### src/rtl/piso_ctrl_pkg.sv
// Shared types and width helpers for the round-robin PISO serializer controller.
package piso_ctrl_pkg;

  typedef enum logic [0:0] {
    IDLE  = 1'b0,
    SHIFT = 1'b1
  } state_t;

  // Index width for n items; never returns zero so a single item still gets a bit.
  function automatic int idx_w(input int n);
    return (n > 1) ? $clog2(n) : 1;
  endfunction

  // Counter width able to hold 0..w inclusive.
  function automatic int cnt_w(input int w);
    return $clog2(w + 1);
  endfunction

endpackage

### src/rtl/rr_arbiter_comb.sv
// Combinational round-robin arbiter: scans req starting at ptr, wrapping modulo NREQ.
module rr_arbiter_comb #(
  parameter int NREQ  = 4,
  parameter int IDX_W = $clog2(NREQ)
) (
  input  logic [NREQ-1:0]  req,
  input  logic [IDX_W-1:0] ptr,
  output logic [NREQ-1:0]  grant,
  output logic [IDX_W-1:0] grant_idx,
  output logic             any
);

  int unsigned      cand_s;
  logic [IDX_W-1:0] cand_idx_s;
  logic [IDX_W-1:0] win_idx_s;
  logic             win_any_s;

  // Scan farthest-from-pointer first so the nearest valid requester overwrites and wins.
  always_comb begin
    cand_s     = 32'd0;
    cand_idx_s = '0;
    win_idx_s  = '0;
    win_any_s  = 1'b0;
    for (int k = NREQ - 1; k >= 0; k--) begin
      cand_s     = (32'(ptr) + 32'(k)) % 32'(NREQ);
      cand_idx_s = IDX_W'(cand_s);
      if (req[cand_idx_s]) begin
        win_idx_s = cand_idx_s;
        win_any_s = 1'b1;
      end else begin
        win_idx_s = win_idx_s;
        win_any_s = win_any_s;
      end
    end
  end

  // One-hot decode of the winning index.
  always_comb begin
    grant = '0;
    if (win_any_s) begin
      grant[win_idx_s] = 1'b1;
    end else begin
      grant = '0;
    end
  end

  assign grant_idx = win_idx_s;
  assign any       = win_any_s;

endmodule

### src/rtl/piso_rr_serializer_ctrl.sv
// Shares one serial lane among NREQ word producers: round-robin accept, then LSB-first shift-out.
module piso_rr_serializer_ctrl
  import piso_ctrl_pkg::*;
#(
  parameter  int WIDTH = 4,
  parameter  int NREQ  = 4,
  localparam int IDX_W = $clog2(NREQ)
) (
  input  logic                  clk,
  input  logic                  reset,
  input  logic [NREQ-1:0]       req_valid,
  input  logic [NREQ*WIDTH-1:0] req_data,
  output logic [NREQ-1:0]       req_ready,
  input  logic                  shift_en,
  output logic                  ser_out,
  output logic                  ser_valid,
  output logic                  frame_start,
  output logic                  frame_end,
  output logic [IDX_W-1:0]      grant_id,
  output logic                  busy
);

  localparam int               CNT_W    = cnt_w(WIDTH);
  localparam logic [CNT_W-1:0] LAST_BIT = CNT_W'(WIDTH - 1);
  localparam logic [IDX_W-1:0] LAST_REQ = IDX_W'(NREQ - 1);

  state_t           state_r, state_s;
  logic [WIDTH-1:0] shreg_r, shreg_s;
  logic [CNT_W-1:0] cnt_r, cnt_s;
  logic [IDX_W-1:0] rr_ptr_r, rr_ptr_s;
  logic [IDX_W-1:0] grant_id_r, grant_id_s;
  logic             ser_out_r, ser_out_s;
  logic             ser_valid_r, ser_valid_s;
  logic             frame_start_r, frame_start_s;
  logic             frame_end_r, frame_end_s;
  logic [NREQ-1:0]  req_ready_s;

  logic [NREQ-1:0]  arb_grant_s;
  logic [IDX_W-1:0] arb_idx_s;
  logic             arb_any_s;
  logic [WIDTH-1:0] sel_word_s;

  rr_arbiter_comb #(
    .NREQ  (NREQ),
    .IDX_W (IDX_W)
  ) u_arb (
    .req       (req_valid),
    .ptr       (rr_ptr_r),
    .grant     (arb_grant_s),
    .grant_idx (arb_idx_s),
    .any       (arb_any_s)
  );

  // AND-OR mux of the granted requester's word; the grant is one-hot.
  always_comb begin
    sel_word_s = '0;
    for (int i = 0; i < NREQ; i++) begin
      sel_word_s = sel_word_s | (req_data[i*WIDTH +: WIDTH] & {WIDTH{arb_grant_s[i]}});
    end
  end

  // Next-state and registered-output logic for the IDLE/SHIFT controller.
  always_comb begin
    state_s       = state_r;
    shreg_s       = shreg_r;
    cnt_s         = cnt_r;
    rr_ptr_s      = rr_ptr_r;
    grant_id_s    = grant_id_r;
    ser_out_s     = ser_out_r;
    ser_valid_s   = 1'b0;
    frame_start_s = 1'b0;
    frame_end_s   = 1'b0;
    req_ready_s   = '0;
    case (state_r)
      IDLE: begin
        req_ready_s = arb_grant_s;
        if (arb_any_s) begin
          shreg_s    = sel_word_s;
          cnt_s      = '0;
          grant_id_s = arb_idx_s;
          rr_ptr_s   = (arb_idx_s == LAST_REQ) ? '0 : arb_idx_s + IDX_W'(1);
          state_s    = SHIFT;
        end else begin
          state_s = IDLE;
        end
      end
      SHIFT: begin
        if (shift_en) begin
          ser_out_s     = shreg_r[0];
          shreg_s       = {1'b0, shreg_r[WIDTH-1:1]};
          ser_valid_s   = 1'b1;
          frame_start_s = (cnt_r == '0);
          frame_end_s   = (cnt_r == LAST_BIT);
          cnt_s         = cnt_r + CNT_W'(1);
          state_s       = (cnt_r == LAST_BIT) ? IDLE : SHIFT;
        end else begin
          state_s = SHIFT;
        end
      end
      default: begin
        state_s = IDLE;
      end
    endcase
  end

  // State and output registers; reset discards any partial frame.
  always_ff @(posedge clk or posedge reset) begin
    if (reset) begin
      state_r       <= IDLE;
      shreg_r       <= '0;
      cnt_r         <= '0;
      rr_ptr_r      <= '0;
      grant_id_r    <= '0;
      ser_out_r     <= 1'b0;
      ser_valid_r   <= 1'b0;
      frame_start_r <= 1'b0;
      frame_end_r   <= 1'b0;
    end else begin
      state_r       <= state_s;
      shreg_r       <= shreg_s;
      cnt_r         <= cnt_s;
      rr_ptr_r      <= rr_ptr_s;
      grant_id_r    <= grant_id_s;
      ser_out_r     <= ser_out_s;
      ser_valid_r   <= ser_valid_s;
      frame_start_r <= frame_start_s;
      frame_end_r   <= frame_end_s;
    end
  end

  assign req_ready   = req_ready_s;
  assign ser_out     = ser_out_r;
  assign ser_valid   = ser_valid_r;
  assign frame_start = frame_start_r;
  assign frame_end   = frame_end_r;
  assign grant_id    = grant_id_r;
  assign busy        = (state_r != IDLE);

endmodule

### config.mk
export PLATFORM = sky130hd
export DESIGN_NAME = piso_rr_serializer_ctrl
export DESIGN_NICKNAME = d
export VERILOG_FILES = /design/src/rtl/piso_ctrl_pkg.sv /design/src/rtl/rr_arbiter_comb.sv /design/src/rtl/piso_rr_serializer_ctrl.sv
export SDC_FILE = /design/constraint.sdc
export NUM_CORES = 1
export LEC_CHECK = 0
export BUFFER_PORTS_ARGS = -buffer_cell sky130_fd_sc_hd__buf_2
export CORE_AREA = 2 2 55 46
export CTS_BUF_LIST = sky130_fd_sc_hd__clkbuf_4
export CTS_CLUSTER_SIZE = 20
export DETAILED_ROUTE_END_ITERATION = 8
export DIE_AREA = 0 0 57 48
export MAX_ROUTING_LAYER = met4
export PLACE_DENSITY = 0.84
export REMOVE_ABC_BUFFERS = 1
export SLEW_MARGIN = 15
export SYNTH_ARGS = -nofsm -noshare
export SYNTH_HDL_FRONTEND = slang
export SYNTH_SLANG_ARGS = --single-unit
### constraint.sdc
create_clock -name clk -period 2 [get_ports clk]
set_input_delay 0.2 -clock clk [delete_from_list [all_inputs] [get_ports clk]]
set_output_delay 0.2 -clock clk [all_outputs]
set_load 0.005 [all_outputs]
==> results of run 1 <==
## how the worst min path moves through the flow
stage	to	slack, ns	cells after the start
after floorplan	busy	0.11	1
after global placement	frame_end	0.28	2
after detailed placement	busy	0.29	2
after CTS	shreg_r[3]	0.20	2
after global routing	shreg_r[3]	0.20	2
final	shreg_r[3]	0.20	2
## critical path: cells and delay by family, from the launching register on
kind | cells | cell delay [ns]
DFF | 1 | 0.41
AOI/OAI and AO/OA | 1 | 0.07
and+or+nand+nor | 3 | 0.72
adders and majority gates | 1 | 0.20
buffers and inverters | 1 | 0.10
## through the flow
step / setup slack (ns) / hold slack, ns / instances
finish: 0.0139 / 0.201 / 158
global route: -0.0524 / 0.199 / 158
CTS: -0.00963 / 0.199 / 157
detailed placement: -0.0197 / 0.291 / 152
global placement: 0.00288 / 0.282 / 152
floorplan: 0.165 / 0.114 / 89
## where the power goes
group,internal [uW],switching (uW)
Combinational,372,332
Clock,72.6,103
Sequential,424,83.3
## cell families after synthesis
family	after synthesis	synth area share, %
multiplexers	3	4.69
AO/OA/AOI/OAI	27	22.8
adder cells (fa/ha/maj)	7	9.13
AND/OR/NAND/NOR	28	17.7
buffers and inverters	10	3.91
flip-flops	16	41.7
## sequential cells by signal, summed over array words and instances, names as in the netlist
register     count
busy             1
cnt_r            3
frame_end        1
frame_start      1
grant_id         2
rr_ptr_r         2
ser_out          1
ser_valid        1
shreg_r          4
## cell type report
cell class              count  share of cell area, %
clock buffers               3                   1.64
clock inverters             1                  0.273
inverters                   8                   2.18
multi-input cells          65                   46.8
flip-flops and latches     16                   29.2
well taps                  25                   2.27
repair buffers             40                   17.6
## metal layers
metal | share of wire, % | up-vias | track usage [%] | wire length (um)
met5 | 0 | - | - | 0
met4 | 1.2 | 0 | 4.65 | 29
met3 | 4.3 | 4 | 2.16 | 106
met2 | 54 | 30 | 35.9 | 1340
met1 | 40 | 442 | 20.1 | 985
li1 | - | 423 | - | -
## cell usage in the layout, fill, tap and decap left out, types with 3 or more instances in the layout
master and instances:
buf_2 30, dfrtp_1 15, inv_1 8, nor2_1 6, nand2_1 5, buf_4 5
a22oi_1 4, ha_4 4, buf_6 4, a22o_1 3, o21ai_0 3, and2_4 3
ha_1 3, clkbuf_4 3
## timing repair
action	in CTS	in global routing
endpoints found under the hold margin	16	0
pin swaps	2	9
hold buffers	1	0
setup endpoints to repair	5	7
setup buffers	0	1
resized for setup	8	22
==> results.rst, run 1 <==
.. list-table::
   :header-rows: 1

   * - Metric
     - Value
   * - Final Critical Period
     - about 2.0 ns
   * - TritonCTS Buffers
     - 3
   * - Yosys warning total
     - 0
   * - Biggest cell delay along the critical path
     - slightly above 0.4 ns
   * - Data required time at the worst endpoint
     - 1.80 ns
   * - Cell Area, Placed
     - 1190 um2
   * - Worst-path clk slew
     - 0.09 ns
   * - Slew at the pin closest to its max-slew limit
     - 0.597 ns
   * - Highest-delay cell along the critical path
     - dfrtp_1
   * - Final design utilization
     - 64.3%
   * - Launching element of the worst setup path
     - rr_ptr_r[0]
   * - Overall die width
     - 57 um
   * - Final clock period utilization by the worst path
     - 99.3%
   * - Clock latency reported for the late side of the worst-skew pair
     - 0.29 ns
   * - Wire length of the first global-routing pass
     - 3.70 mm
   * - RR Startpoint
     - rr_ptr_r[0]
   * - CP Capture Point
     - req_ready[2]
   * - TNS Setup
     - 0 ns
   * - PortBufs
     - 33
   * - Fraction of layout instances using a drive strength above 1
     - 50.4%
   * - Residual DRC count
     - 0
   * - Clock skew after layout
     - 0.00211 ns
   * - Drt first-iter violations
     - 22
   * - Proportion of netlist area held by the largest area contributor
     - 41.7%
   * - CTS max path bufs
     - 2
   * - Most area-hungry cell type in the Yosys netlist
     - dfrtp_1
   * - Final number of max-transition violations
     - 0
   * - Initial antenna violation count
     - 0
   * - Most frequent cells after synthesis
     - 16 x dfrtp_1, 8 x inv_1, 7 x ha_1, 7 x nor2_1, 5 x nand2_1
   * - Main synth FF type
     - dfrtp_1
   * - Number of antenna repair diodes
     - 0
   * - Total power per unit cell area
     - 1010 nW/um2
   * - HPWL after detailed placement
     - 1.75 mm
   * - Run status
     - completed
   * - Crit path launch type
     - flip-flop
   * - Synthesized area
     - ~960 um2
   * - FP Rows
     - 15
   * - Initial standard-cell utilization of the core
     - 44.9%
   * - Multi-input combinational cell area
     - 644 um2
   * - Area grow syn2layout
     - 43.4%
   * - Routed via count divided by cell count
     - 5.69
   * - Peak clock frequency supported by timing
     - 504 MHz
   * - Pin count of the biggest net entering global routing
     - 17
   * - First-pass iteration count of the detailed router
     - 4
   * - Main area contributors after synthesis
     - dfrtp_1 42%, ha_1 9.1%, a22oi_1 3.1%
   * - Global-route congestion overflow total
     - 0
   * - Count of unique library cells instantiated by Yosys
     - 36
   * - Static power due to leakage
     - approximately 0.00065 uW
   * - Top fanout value on the critical path
     - 5
   * - Cells on worst reg2reg path
     - 7
   * - Tightest slew margin relative to the limit
     - about 60%
   * - DRT antenna net count
     - 0
   * - Final Hold Vio Count
     - 0
   * - Sequence of cells on the critical path
     - nand2b_4 -> a21oi_4 -> or3_4 -> ha_4 -> and2_4 -> buf_6
   * - Unrepaired setup endpoints after global routing
     - yes
   * - Min-Delay Startpoint
     - shift_en
   * - Setup Crit Path Kind
     - reg -> out
   * - Most frequently used cell type in the post-synthesis netlist
     - dfrtp_1
   * - Flops & latches, synth
     - 16
   * - Clock root buffer master
     - clkbuf_4
   * - Seq/Total Area, Yosys
     - 41.7%
   * - Endpoint arrival time on the critical path
     - between 1.5 and 2 ns
   * - Area taken by flip-flops and latches
     - 402 um2
   * - Total Nets Final
     - 164
   * - Post-synthesis async set-or-reset flop share
     - 100%
   * - EDFF count, synth
     - 0
   * - Sum of internal, switching and leakage power
     - ~1400 uW
   * - Avg Cell Area, Syn
     - 10.5 um2
   * - Total wirelength of the detailed-routed design
     - between 2 and 2.5 mm
   * - Chip Height
     - 48 um
   * - Nature of the critical path endpoint
     - output port
   * - Deepest level of the CTS H-tree
     - 1
   * - Fill cell total of the finished layout
     - 181
   * - Area of the core
     - 2140 um2
   * - Routed length per placed instance
     - about 16 um
   * - Number of global-route vias before repair
     - 854
   * - Routability-driven placement congestion ratio
     - about 0.77
   * - Floorplan die area
     - 2740 um2
   * - Total track usage
     - 18.2%
   * - Worst setup slack for register-to-register paths
     - 0.05 ns
   * - Design Area, Final
     - 1380 um2
   * - Crit Reg-Reg Endpoint
     - shreg_r[2]
   * - IR drop worst, VDD
     - ~0.62 mV
   * - Setup violations, final
     - 0
   * - TritonCTS clock tree
     - built
   * - Vias after detailed routing
     - 899
   * - Post-synthesis instance total
     - 91
   * - Count of boundary I/O pins
     - 34
   * - Sink count of the clock tree
     - 16
   * - Max capacitance violation total
     - 0
   * - Min-Delay Path Class
     - in -> reg
Power figures use the tool's default switching activity.
==> run 2: changes to the inputs <==
Settings changed: BUFFER_PORTS_ARGS -buffer_cell sky130_fd_sc_hd__buf_2 to -buffer_cell sky130_fd_sc_hd__buf_4, CAP_MARGIN from default to 20, PLACE_DENSITY 0.84 to 0.87.
Clock period 2 ns to 1.7 ns, I/O delays scaled along.
==> results.rst, run 2 (synthesis results as in run 1) <==
.. list-table::
   :header-rows: 1

   * - Metric
     - Value
   * - Most frequent cells in the layout
     - 48 x buf_4, 15 x dfrtp_1, 8 x inv_1
   * - Total track usage
     - 21.7% (+3.5 points)
   * - Number of global-route vias before repair
     - 982 (+15%)
   * - Cells on worst reg2reg path
     - 7 (unchanged)
   * - Setup violations, final
     - 8 (+8)
   * - Final Critical Period
     - 2.03 ns
   * - Worst setup slack for register-to-register paths
     - -0.27 ns (-0.32 ns)
   * - TritonCTS Buffers
     - 3 (unchanged)
   * - Wire length of the first global-routing pass
     - 4.26 mm (+15%)
   * - Worst-path clk slew
     - 0.08 ns (about the same)
   * - Clock root buffer master
     - clkbuf_4
   * - Total wirelength of the detailed-routed design
     - 2.65 mm (+7.6%)
   * - Total power per unit cell area
     - 1130 nW/um2 (+12%)
   * - DRT antenna net count
     - 0 (unchanged)
   * - IR drop worst, VDD
     - 0.679 mV (+9.2%)
   * - Count of boundary I/O pins
     - 34 (unchanged)
   * - Number of flip-flops under the largest register name
     - 4 (unchanged)
   * - Routed length per placed instance
     - 15.5 um (-0.58%)
   * - Total Nets Final
     - 177 (+7.9%)
   * - Biggest regs
     - shreg_r x4, cnt_r x3
   * - Vias after detailed routing
     - 969 (+7.8%)
   * - Clock latency reported for the late side of the worst-skew pair
     - 0.29 ns (about the same)
   * - Crit Reg-Reg Endpoint
     - shreg_r[1]
   * - Tightest slew margin relative to the limit
     - 60.1% (about the same)
   * - Top register by number of flip-flops
     - shreg_r
   * - Unrepaired setup endpoints after global routing
     - yes
   * - Run status
     - complete, but fails checks
   * - Data required time at the worst endpoint
     - 1.53 ns (-0.27 ns)
   * - Fin Hold WS
     - 0.125 ns (-0.0761 ns)
   * - Hold Crit Depth
     - 2 (unchanged)
   * - Static power due to leakage
     - 0.000730 uW (+13%)
   * - TritonCTS clock tree
     - built
   * - Drt first-iter violations
     - 29 (+32%)
   * - PortBufs
     - 33 (unchanged)
   * - Min-Delay Startpoint
     - shift_en
   * - Design Area, Final
     - 1520 um2 (+10%)
   * - FP Rows
     - 15 (unchanged)
   * - Leading cell type in the layout, fill and taps excluded
     - buf_4
   * - Worst Setup Slack, final
     - -0.333 ns (-0.347 ns)
   * - Max capacitance violation total
     - 0 (unchanged)
   * - Area of the core
     - 2140 um2 (unchanged)
   * - Routed via count divided by cell count
     - 5.67 (-0.41%)
   * - CTS max path bufs
     - 2 (unchanged)
   * - Floorplan die area
     - 2740 um2 (unchanged)
   * - Setup Crit Path Kind
     - reg -> out
   * - Sum of internal, switching and leakage power
     - 1720 uW (+24%)
   * - Final clock period utilization by the worst path
     - 120%
   * - Peak clock frequency supported by timing
     - approximately 490 MHz
   * - Initial antenna violation count
     - 0 (unchanged)
   * - Deepest level of the CTS H-tree
     - 1 (unchanged)
   * - Fraction of layout instances using a drive strength above 1
     - 54.1% (+3.7 points)
   * - Clock skew after layout
     - 0.0155 ns (+0.0133 ns)
   * - Chip Height
     - 48 um (unchanged)
   * - Residual DRC count
     - 0 (unchanged)
   * - Global-route congestion overflow total
     - 0 (unchanged)
   * - Initial standard-cell utilization of the core
     - 44.9% (unchanged)
   * - Top fanout value on the critical path
     - 5 (unchanged)
   * - Endpoint of the worst hold-timing path
     - shreg_r[3]
   * - HPWL after detailed placement
     - 1.88 mm (+7.6%)
   * - Setup WS pre-CTS
     - -0.346 ns (-0.327 ns)
   * - First-pass iteration count of the detailed router
     - 4 (unchanged)
   * - Overall die width
     - 57 um (unchanged)
   * - Endpoint arrival time on the critical path
     - 1.86 ns (+0.07 ns)
   * - Crit path launch type
     - flip-flop
   * - Final Hold Vio Count
     - 0 (unchanged)
   * - Cell Area, Placed
     - 1340 um2 (+13%)
   * - Min-Delay Path Class
     - in -> reg
   * - Slew at the pin closest to its max-slew limit
     - 0.597 ns (+0.00000703 ns)
   * - RR Startpoint
     - rr_ptr_r[0]
   * - Sink count of the clock tree
     - 16 (unchanged)
   * - Violations in the final reports
     - negative setup slack
   * - Number of antenna repair diodes
     - 0 (unchanged)
   * - Area grow syn2layout
     - 58.4%
   * - Nature of the critical path endpoint
     - output port
   * - Routability-driven placement congestion ratio
     - 0.875 (+13%)
   * - Pin count of the biggest net entering global routing
     - 17 (unchanged)
   * - Final number of max-transition violations
     - 0 (unchanged)
## run 2: final cells by class
type	instances	area, um2
sequential	16	402
tap	25	31.3
fill	171	619
clock inverter	1	3.75
multi-input combinational	65	616
clock buffer	3	22.5
inverter	8	30.0
timing repair buffer	53	415
## run 2: worst max-delay path, stage by stage, from the launching register on
cell and delay [ns]:
dfrtp_1 0.40, nor2b_2 0.07, o21a_1 0.21, or3_4 0.39, ha_2 0.24, and2_1 0.14
buf_4 0.13
## run 2: worst max-delay path by stage
stage	start	end	slack [ns]	cells after the start
floorplan	rr_ptr_r[0]	shreg_r[2]	-0.13	7
global placement	req_valid[2]	shreg_r[1]	-0.25	8
detailed placement	rr_ptr_r[1]	shreg_r[1]	-0.35	7
CTS	rr_ptr_r[1]	req_ready[1]	-0.30	6
global route	rr_ptr_r[0]	req_ready[0]	-0.41	7
finish	rr_ptr_r[0]	req_ready[2]	-0.33	6
## run 2: metal layers
layer	part of all wire, %	track usage (%)	wire, um	up-vias
met3	6.4	5.95	169	4
met4	1.6	6.05	43	0
met5	0	-	0	-
li1	-	-	-	452
met2	51	41.1	1350	39
met1	41	23.0	1090	474
## run 2: repair_timing
item	CTS	global route
endpoints found under the hold margin	16	0
endpoints found under the setup margin	9	9
hold buffers	1	0
resized for setup	13	12
pin swaps	6	5
setup buffers	4	1
## run 2: metrics by stage
| step | setup TNS [ns] | utilization (%) | std cells |
|---|---|---|---|
| final | -2.15 | 71.1 | 171 |
| after global routing | -2.95 | 71.1 | 171 |
| after CTS | -1.96 | 67.9 | 170 |
| after detailed placement | -1.98 | 62.5 | 161 |
| after global placement | -1.10 | 62.5 | 161 |
| after floorplan | -0.450 | - | 89 |
## run 2: power breakdown
group | internal [uW] | leakage (uW) | total, uW | switching (uW)
registers | 499 | 0.000194 | 592 | 92.5
logic | 519 | 0.000521 | 920 | 401
clock network | 85.4 | 0.0000154 | 207 | 122
total | 1100 | 0.000730 | 1720 | 616
